### src/rtl/intc_timer.sv
// intc_timer: mtime/mtimecmp timer, software and external interrupt source.
// Define INTC_PRESCALER_EN to tick mtime once every PRESCALE_DIV clocks.
module intc_timer #(
   parameter int unsigned PRESCALE_DIV = 4
) (
   input  logic        clk,
   input  logic        rst,
   input  logic [4:0]  bus_addr,
   input  logic        bus_we,
   input  logic        bus_re,
   input  logic [31:0] bus_wdata,
   output logic [31:0] bus_rdata,
   input  logic        ext_irq,
   input  logic        int_ack,
   output logic        interrupt,
   output logic [31:0] int_cause
);

   localparam logic [31:0] CAUSE_MEI = 32'h8000_000B;
   localparam logic [31:0] CAUSE_MSI = 32'h8000_0003;
   localparam logic [31:0] CAUSE_MTI = 32'h8000_0007;

   localparam logic [4:0] A_MSIP   = 5'h00;
   localparam logic [4:0] A_IE     = 5'h04;
   localparam logic [4:0] A_CMP_LO = 5'h08;
   localparam logic [4:0] A_CMP_HI = 5'h0C;
   localparam logic [4:0] A_TIM_LO = 5'h10;
   localparam logic [4:0] A_TIM_HI = 5'h14;
   localparam logic [4:0] A_EXTCTL = 5'h18;

   logic [63:0] mtime;
   logic [63:0] mtimecmp;
   logic        msip;
   logic        msie;
   logic        mtie;
   logic        meie;
   logic        ext_mode;
   logic        ext_sticky;
   logic        sync1;
   logic        sync2;
   logic        sync3;
   logic        tick;
   logic        ext_rise;
   logic        ext_clr;
   logic        ext_pend;
   logic        tmr_pend;
   logic        irq_nxt;
   logic [31:0] cause_nxt;
   logic [31:0] rd_val;

   logic wr_msip;
   logic wr_ie;
   logic wr_cmp_lo;
   logic wr_cmp_hi;
   logic wr_tim_lo;
   logic wr_tim_hi;
   logic wr_extctl;

   assign wr_msip   = bus_we && (bus_addr == A_MSIP);
   assign wr_ie     = bus_we && (bus_addr == A_IE);
   assign wr_cmp_lo = bus_we && (bus_addr == A_CMP_LO);
   assign wr_cmp_hi = bus_we && (bus_addr == A_CMP_HI);
   assign wr_tim_lo = bus_we && (bus_addr == A_TIM_LO);
   assign wr_tim_hi = bus_we && (bus_addr == A_TIM_HI);
   assign wr_extctl = bus_we && (bus_addr == A_EXTCTL);

`ifdef INTC_PRESCALER_EN
   localparam logic [15:0] PRE_LAST = 16'(PRESCALE_DIV - 1);

   logic [15:0] pre_cnt;

   // Prescaler: counts 0..DIV-1, restarts on any mtime write.
   always_ff @(posedge clk or negedge rst) begin
      if (!rst) begin
         pre_cnt <= '0;
      end else if (wr_tim_lo || wr_tim_hi) begin
         pre_cnt <= '0;
      end else if (pre_cnt == PRE_LAST) begin
         pre_cnt <= '0;
      end else begin
         pre_cnt <= pre_cnt + 16'd1;
      end
   end

   assign tick = (pre_cnt == PRE_LAST);
`else
   // Undivided build ticks every clock; PRESCALE_DIV is always nonzero.
   assign tick = (PRESCALE_DIV != 0);
`endif

   // mtime: a word write beats the increment and leaves the other word.
   always_ff @(posedge clk or negedge rst) begin
      if (!rst) begin
         mtime <= '0;
      end else if (wr_tim_lo) begin
         mtime[31:0] <= bus_wdata;
      end else if (wr_tim_hi) begin
         mtime[63:32] <= bus_wdata;
      end else if (tick) begin
         mtime <= mtime + 64'd1;
      end
   end

   // Software-visible control registers.
   always_ff @(posedge clk or negedge rst) begin
      if (!rst) begin
         mtimecmp <= '1;
         msip     <= 1'b0;
         msie     <= 1'b0;
         mtie     <= 1'b0;
         meie     <= 1'b0;
         ext_mode <= 1'b0;
      end else begin
         if (wr_cmp_lo) mtimecmp[31:0]  <= bus_wdata;
         if (wr_cmp_hi) mtimecmp[63:32] <= bus_wdata;
         if (wr_msip)   msip            <= bus_wdata[0];
         if (wr_ie) begin
            msie <= bus_wdata[3];
            mtie <= bus_wdata[7];
            meie <= bus_wdata[11];
         end
         if (wr_extctl) ext_mode <= bus_wdata[0];
      end
   end

   // Two-flop synchroniser plus one delayed copy for edge detection.
   always_ff @(posedge clk or negedge rst) begin
      if (!rst) begin
         sync1 <= 1'b0;
         sync2 <= 1'b0;
         sync3 <= 1'b0;
      end else begin
         sync1 <= ext_irq;
         sync2 <= sync1;
         sync3 <= sync2;
      end
   end

   assign ext_rise = sync2 && !sync3;
   assign ext_clr  = (int_ack && (int_cause == CAUSE_MEI))
                  || (wr_extctl && bus_wdata[1]);
   assign ext_pend = ext_mode ? (ext_sticky || ext_rise) : sync2;
   assign tmr_pend = (mtime >= mtimecmp);

   // Sticky edge request; a new edge outranks a same-cycle clear.
   always_ff @(posedge clk or negedge rst) begin
      if (!rst) begin
         ext_sticky <= 1'b0;
      end else if (ext_mode && ext_rise) begin
         ext_sticky <= 1'b1;
      end else if (ext_clr) begin
         ext_sticky <= 1'b0;
      end
   end

   // Fixed priority select: external, then software, then timer.
   always_comb begin
      cause_nxt = '0;
      if (meie && ext_pend) begin
         cause_nxt = CAUSE_MEI;
      end else if (msie && msip) begin
         cause_nxt = CAUSE_MSI;
      end else if (mtie && tmr_pend) begin
         cause_nxt = CAUSE_MTI;
      end
   end

   assign irq_nxt = (cause_nxt != '0);

   // Registered request level and cause toward the exception unit.
   always_ff @(posedge clk or negedge rst) begin
      if (!rst) begin
         interrupt <= 1'b0;
         int_cause <= '0;
      end else begin
         interrupt <= irq_nxt;
         int_cause <= cause_nxt;
      end
   end

   // Read mux over the current register state.
   always_comb begin
      rd_val = '0;
      case (bus_addr)
         A_MSIP:   rd_val = {31'b0, msip};
         A_IE:     rd_val = {20'b0, meie, 3'b0, mtie, 3'b0, msie, 3'b0};
         A_CMP_LO: rd_val = mtimecmp[31:0];
         A_CMP_HI: rd_val = mtimecmp[63:32];
         A_TIM_LO: rd_val = mtime[31:0];
         A_TIM_HI: rd_val = mtime[63:32];
         A_EXTCTL: rd_val = {30'b0, ext_pend, ext_mode};
         default:  rd_val = '0;
      endcase
   end

   // Read data is captured on the strobe and held until the next read.
   always_ff @(posedge clk or negedge rst) begin
      if (!rst) begin
         bus_rdata <= '0;
      end else if (bus_re) begin
         bus_rdata <= rd_val;
      end
   end

endmodule

### config.mk
export PLATFORM = sky130hd
export DESIGN_NAME = intc_timer
export DESIGN_NICKNAME = d
export VERILOG_FILES = /design/src/rtl/intc_timer.sv
export SDC_FILE = /design/constraint.sdc
export NUM_CORES = 1
export LEC_CHECK = 0
export BUFFER_PORTS_ARGS = -buffer_cell sky130_fd_sc_hd__buf_2
export CAP_MARGIN = 20
export CORE_ASPECT_RATIO = 1.2
export CORE_MARGIN = 4
export CORE_UTILIZATION = 40
export DETAILED_ROUTE_END_ITERATION = 6
export PLACE_DENSITY = 0.59
export SLEW_MARGIN = 25
export SYNTH_ARGS = -nofsm -noshare
export SYNTH_HDL_FRONTEND = slang
export SYNTH_SLANG_ARGS = --single-unit
export TNS_END_PERCENT = 50
### constraint.sdc
create_clock -name clk -period 2.5 [get_ports clk]
set_clock_uncertainty 0.1 [all_clocks]
set_input_delay 0 -clock clk [delete_from_list [all_inputs] [get_ports clk]]
set_output_delay 0 -clock clk [all_outputs]
set_load 0.05 [all_outputs]
==> run metrics <==
status finished clean; maxcap violations 0; Comb pwr share 33.1%; first-iteration detailed-routing DRC count 715; Placed Area approximately 0.012 mm^2; sequential power share between 30% and 40%; Async S/R FF share, synth 100%; H-tree levels 4; Final Non-Filler Cells between 1500 and 2000; required time of the critical path 2.76 ns; critical path class flip-flop to flip-flop; cell internal pwr 6.52 mW; FF-to-FF End int_cause[2]$_DFF_PN0_; vias in the first global route 9632; TritonCTS clock tree done; post-synthesis simple-gate area fraction between 15 and 20%; FF-to-FF path depth 9; fin crit share between 90% and 100%; #FFs+latches synth 173; die height 189 um; row cnt 65; xor/xnor cell area share of the yosys netlist less than 1%; Antenna Nets Post-Route 0; antenna violations before repair 0; Vias per Instance around 6; I/O Buffers 80; switching power 3.77 mW; DRC violations left 0; worst hold margin 0.0660 ns; Detailed Place HPWL about 25 mm; Clock Tree Buf Depth 2; grt met1 use around 29%; Die ar. about 0.03 mm^2; Tot GR Track Use 22.9%; largest family of logic cells by synthesized area compound AO/OA/AOI/OAI gates; Syn-to-layout area delta 24.1%; pin count of the biggest net entering global routing between 70 and 80; design area around 0.013 mm^2; WP data arrival 2.75 ns; first-pass GRT wire length 53.4 mm; Worst-path clk slew around 0.070 ns; dpl ws -0.190 ns; post-synthesis mux area share around 7.3%; Num CTS Buffers 17; peak supply drop between 400 and 500 uV; worst-skew pair later-pin latency about 0.45 ns; number of fillers in the final layout roughly 2500; Post-synth EDFFs 0; CTS root buf clkbuf_16; Sw Share between 30% and 40%; gate count of the mapped netlist between 1000 and 1500; Worst-Margin Slew about 0.56 ns; antenna fix cells 0; worst-path maximum fanout 3; Most Used Layer, Global Route met2; routed length per instance roughly 20 um; share of post-route cells with drive strength above 1 between 20% and 30%; die width between 150 and 200 um; Critical Path Start mtimecmp[23]$_DFFE_PN1P_; syn avg cell area 9.48 um^2; Layout Nets between 1000 and 1500; met3 usage approximately 3.4%; GPL Wtd Cong ~0.87; Slew Limit Headroom slightly above 60%; Final WS setup approximately 0.0042 ns; grt total ovfl 0; Netlist cell types 77; via count between 9000 and 10000; Synth Flop Type dfrtp_1; final setup fails 0; r2r startpoint mtimecmp[23]$_DFFE_PN1P_; pwr dens about 760 mW/mm^2; crit end category flip-flop; fmax between 400 and 500 MHz; clock share of power 27.6%; total wire length 34.4 mm; worst reg2reg setup slack approximately 0.0042 ns; Worst setup SP type flip-flop; static leakage 5.81 nW; yosys warns 0; placed cell count between 1500 and 2000; DRT Pass-1 Iters 5; compound-gate portion of the synthesized area between 20% and 30%; GR Util met2 about two fifths; Worst Setup EP int_cause[2]$_DFF_PN0_; initial core utilization roughly two fifths; Core Area ~0.027 mm^2; Tmin final between 2 and 2.5 ns; TritonCTS Sinks around 170; hold violation count in the final report 0; I/O Pins roughly 110; Post-Syn Area around 0.011 mm^2; Synth Area in Adders 7.48%; Hold Path Class input port to flip-flop; sequential area share after synthesis between 40% and 50%; Slew Limit Fails 0; RSZ-0062 raised after global routing true
[cell usage after synthesis, drive strengths merged (9+ instances only)]
cell type    n  area share, %
nand2       88            3.1
dfstp       64             15
o21ai       55            2.6
a21oi       78            3.6
o22a         9           0.72
inv        109            3.8
nor3        14           0.84
clkbuf      40            1.4
dfrtp      109             25
ha          65            7.5
nor4        16            1.7
and2        12           0.71
and4        12            1.0
buf         54            3.1
o22ai       48            2.8
and3        11           0.63
nor2        54            1.9
mux2        69            7.1
a221oi      35            2.8
a22o        29            2.3
nand4       32            2.1
a31oi       11           0.63
nand3       39            2.1
[routing by layer]
layer / wire length (um) / vias up
met2: 17200 / 306
met5: 0 / -
met1: 14500 / 4887
met3: 1510 / 75
li1: - / 4563
met4: 1150 / 0
[worst min-delay path by stage]
stage,cells after the start,endpoint,startpoint,slack [ns]
floorplan,0,bus_rdata[0]$_DFFE_PN0P_,rst,-0.40
global placement,1,mtime[37]$_DFFE_PN0N_,rst,-0.16
detailed placement,1,mtime[37]$_DFFE_PN0N_,rst,-0.15
CTS,5,bus_rdata[0]$_DFFE_PN0P_,bus_addr[2],0.009
global route,2,mtimecmp[38]$_DFFE_PN1P_,rst,0.1
finish,5,bus_rdata[0]$_DFFE_PN0P_,bus_addr[2],0.07
[worst max-delay path: stages, from the launching register on]
cell,delay (ns)
dfstp_2,0.54
inv_1,0.05
ha_1,0.29
nand4_1,0.21
nor4_2,0.33
buf_4,0.17
nand4_1,0.14
a41oi_2,0.27
o41ai_4,0.15
a211oi_2,0.17
[flip-flops by register name (all words and copies together) (netlist names)]
signal,cells
ext_sticky,1
sync3,1
sync2,1
meie,1
msip,1
msie,1
sync1,1
interrupt,1
bus_rdata,32
int_cause,3
mtie,1
mtimecmp,64
ext_mode,1
mtime,64
[layout make-up]
cell class | instances | area [um^2] | share of cell area [%]
clock buffers | 18 | 439 | 3.25
clock inverters | 14 | 174 | 1.29
flip-flops and latches | 173 | 4410 | 32.7
well taps | 335 | 419 | 3.11
multi-input cells | 797 | 5930 | 43.9
repair buffers | 232 | 1720 | 12.7
inverters | 109 | 409 | 3.03
[cell usage in the layout (no fill, tap or decap), types with 8 or more instances in the layout]
master / n
a21oi_1: 74
ha_1: 59
nor3_1: 11
buf_2: 79
a22o_1: 29
nand4_1: 30
a221oi_1: 31
nor2_1: 49
and4_1: 8
nand3_1: 36
conb_1: 27
nand2_1: 85
mux2_2: 53
inv_1: 109
dlygate4sd3_1: 42
and2_1: 9
o22a_1: 9
a22oi_1: 8
clkbuf_16: 17
a31oi_1: 11
o21ai_1: 17
o21ai_0: 36
and3_1: 11
buf_4: 105
mux2_1: 16
dfrtp_1: 109
o22ai_1: 48
dfstp_2: 64
[metrics by stage]
step,TNS [ns],power [mW],util (%)
floorplan,0,5.91,-
global placement,-0.517,7.04,46.0
CTS,0,10.1,50.2
finish,0,10.3,50.9
detailed placement,-0.561,7.11,46.0
global route,-0.180,10.8,50.9
[power groups by stage]
stage / sequential (mW) / clock, mW / combinational, mW
final: 4.04 / 2.84 / 3.41
after global routing: 4.11 / 2.98 / 3.75
after CTS: 4.02 / 2.88 / 3.20
after detailed placement: 4.06 / 0 / 3.05
after global placement: 4.04 / 0 / 3.00
after floorplan: 4.04 / 0 / 1.88
[what timing repair did]
item	CTS	global route
gates resized for setup	11	29
buffers inserted	1	2
hold endpoints to repair	269	0
pin swaps	7	11
endpoints found under the setup margin	3	7
hold buffers	43	0
gates cloned	0	0
[cells by family after synthesis]
group / after synthesis
AOI/OAI and AO/OA: 326
and+or+nand+nor: 303
buffers and inverters: 203
DFF: 173
muxes: 71
adders and majority gates: 65
xor gates and xnor gates: 5
other: 1
(Power assumes the default switching activity.)
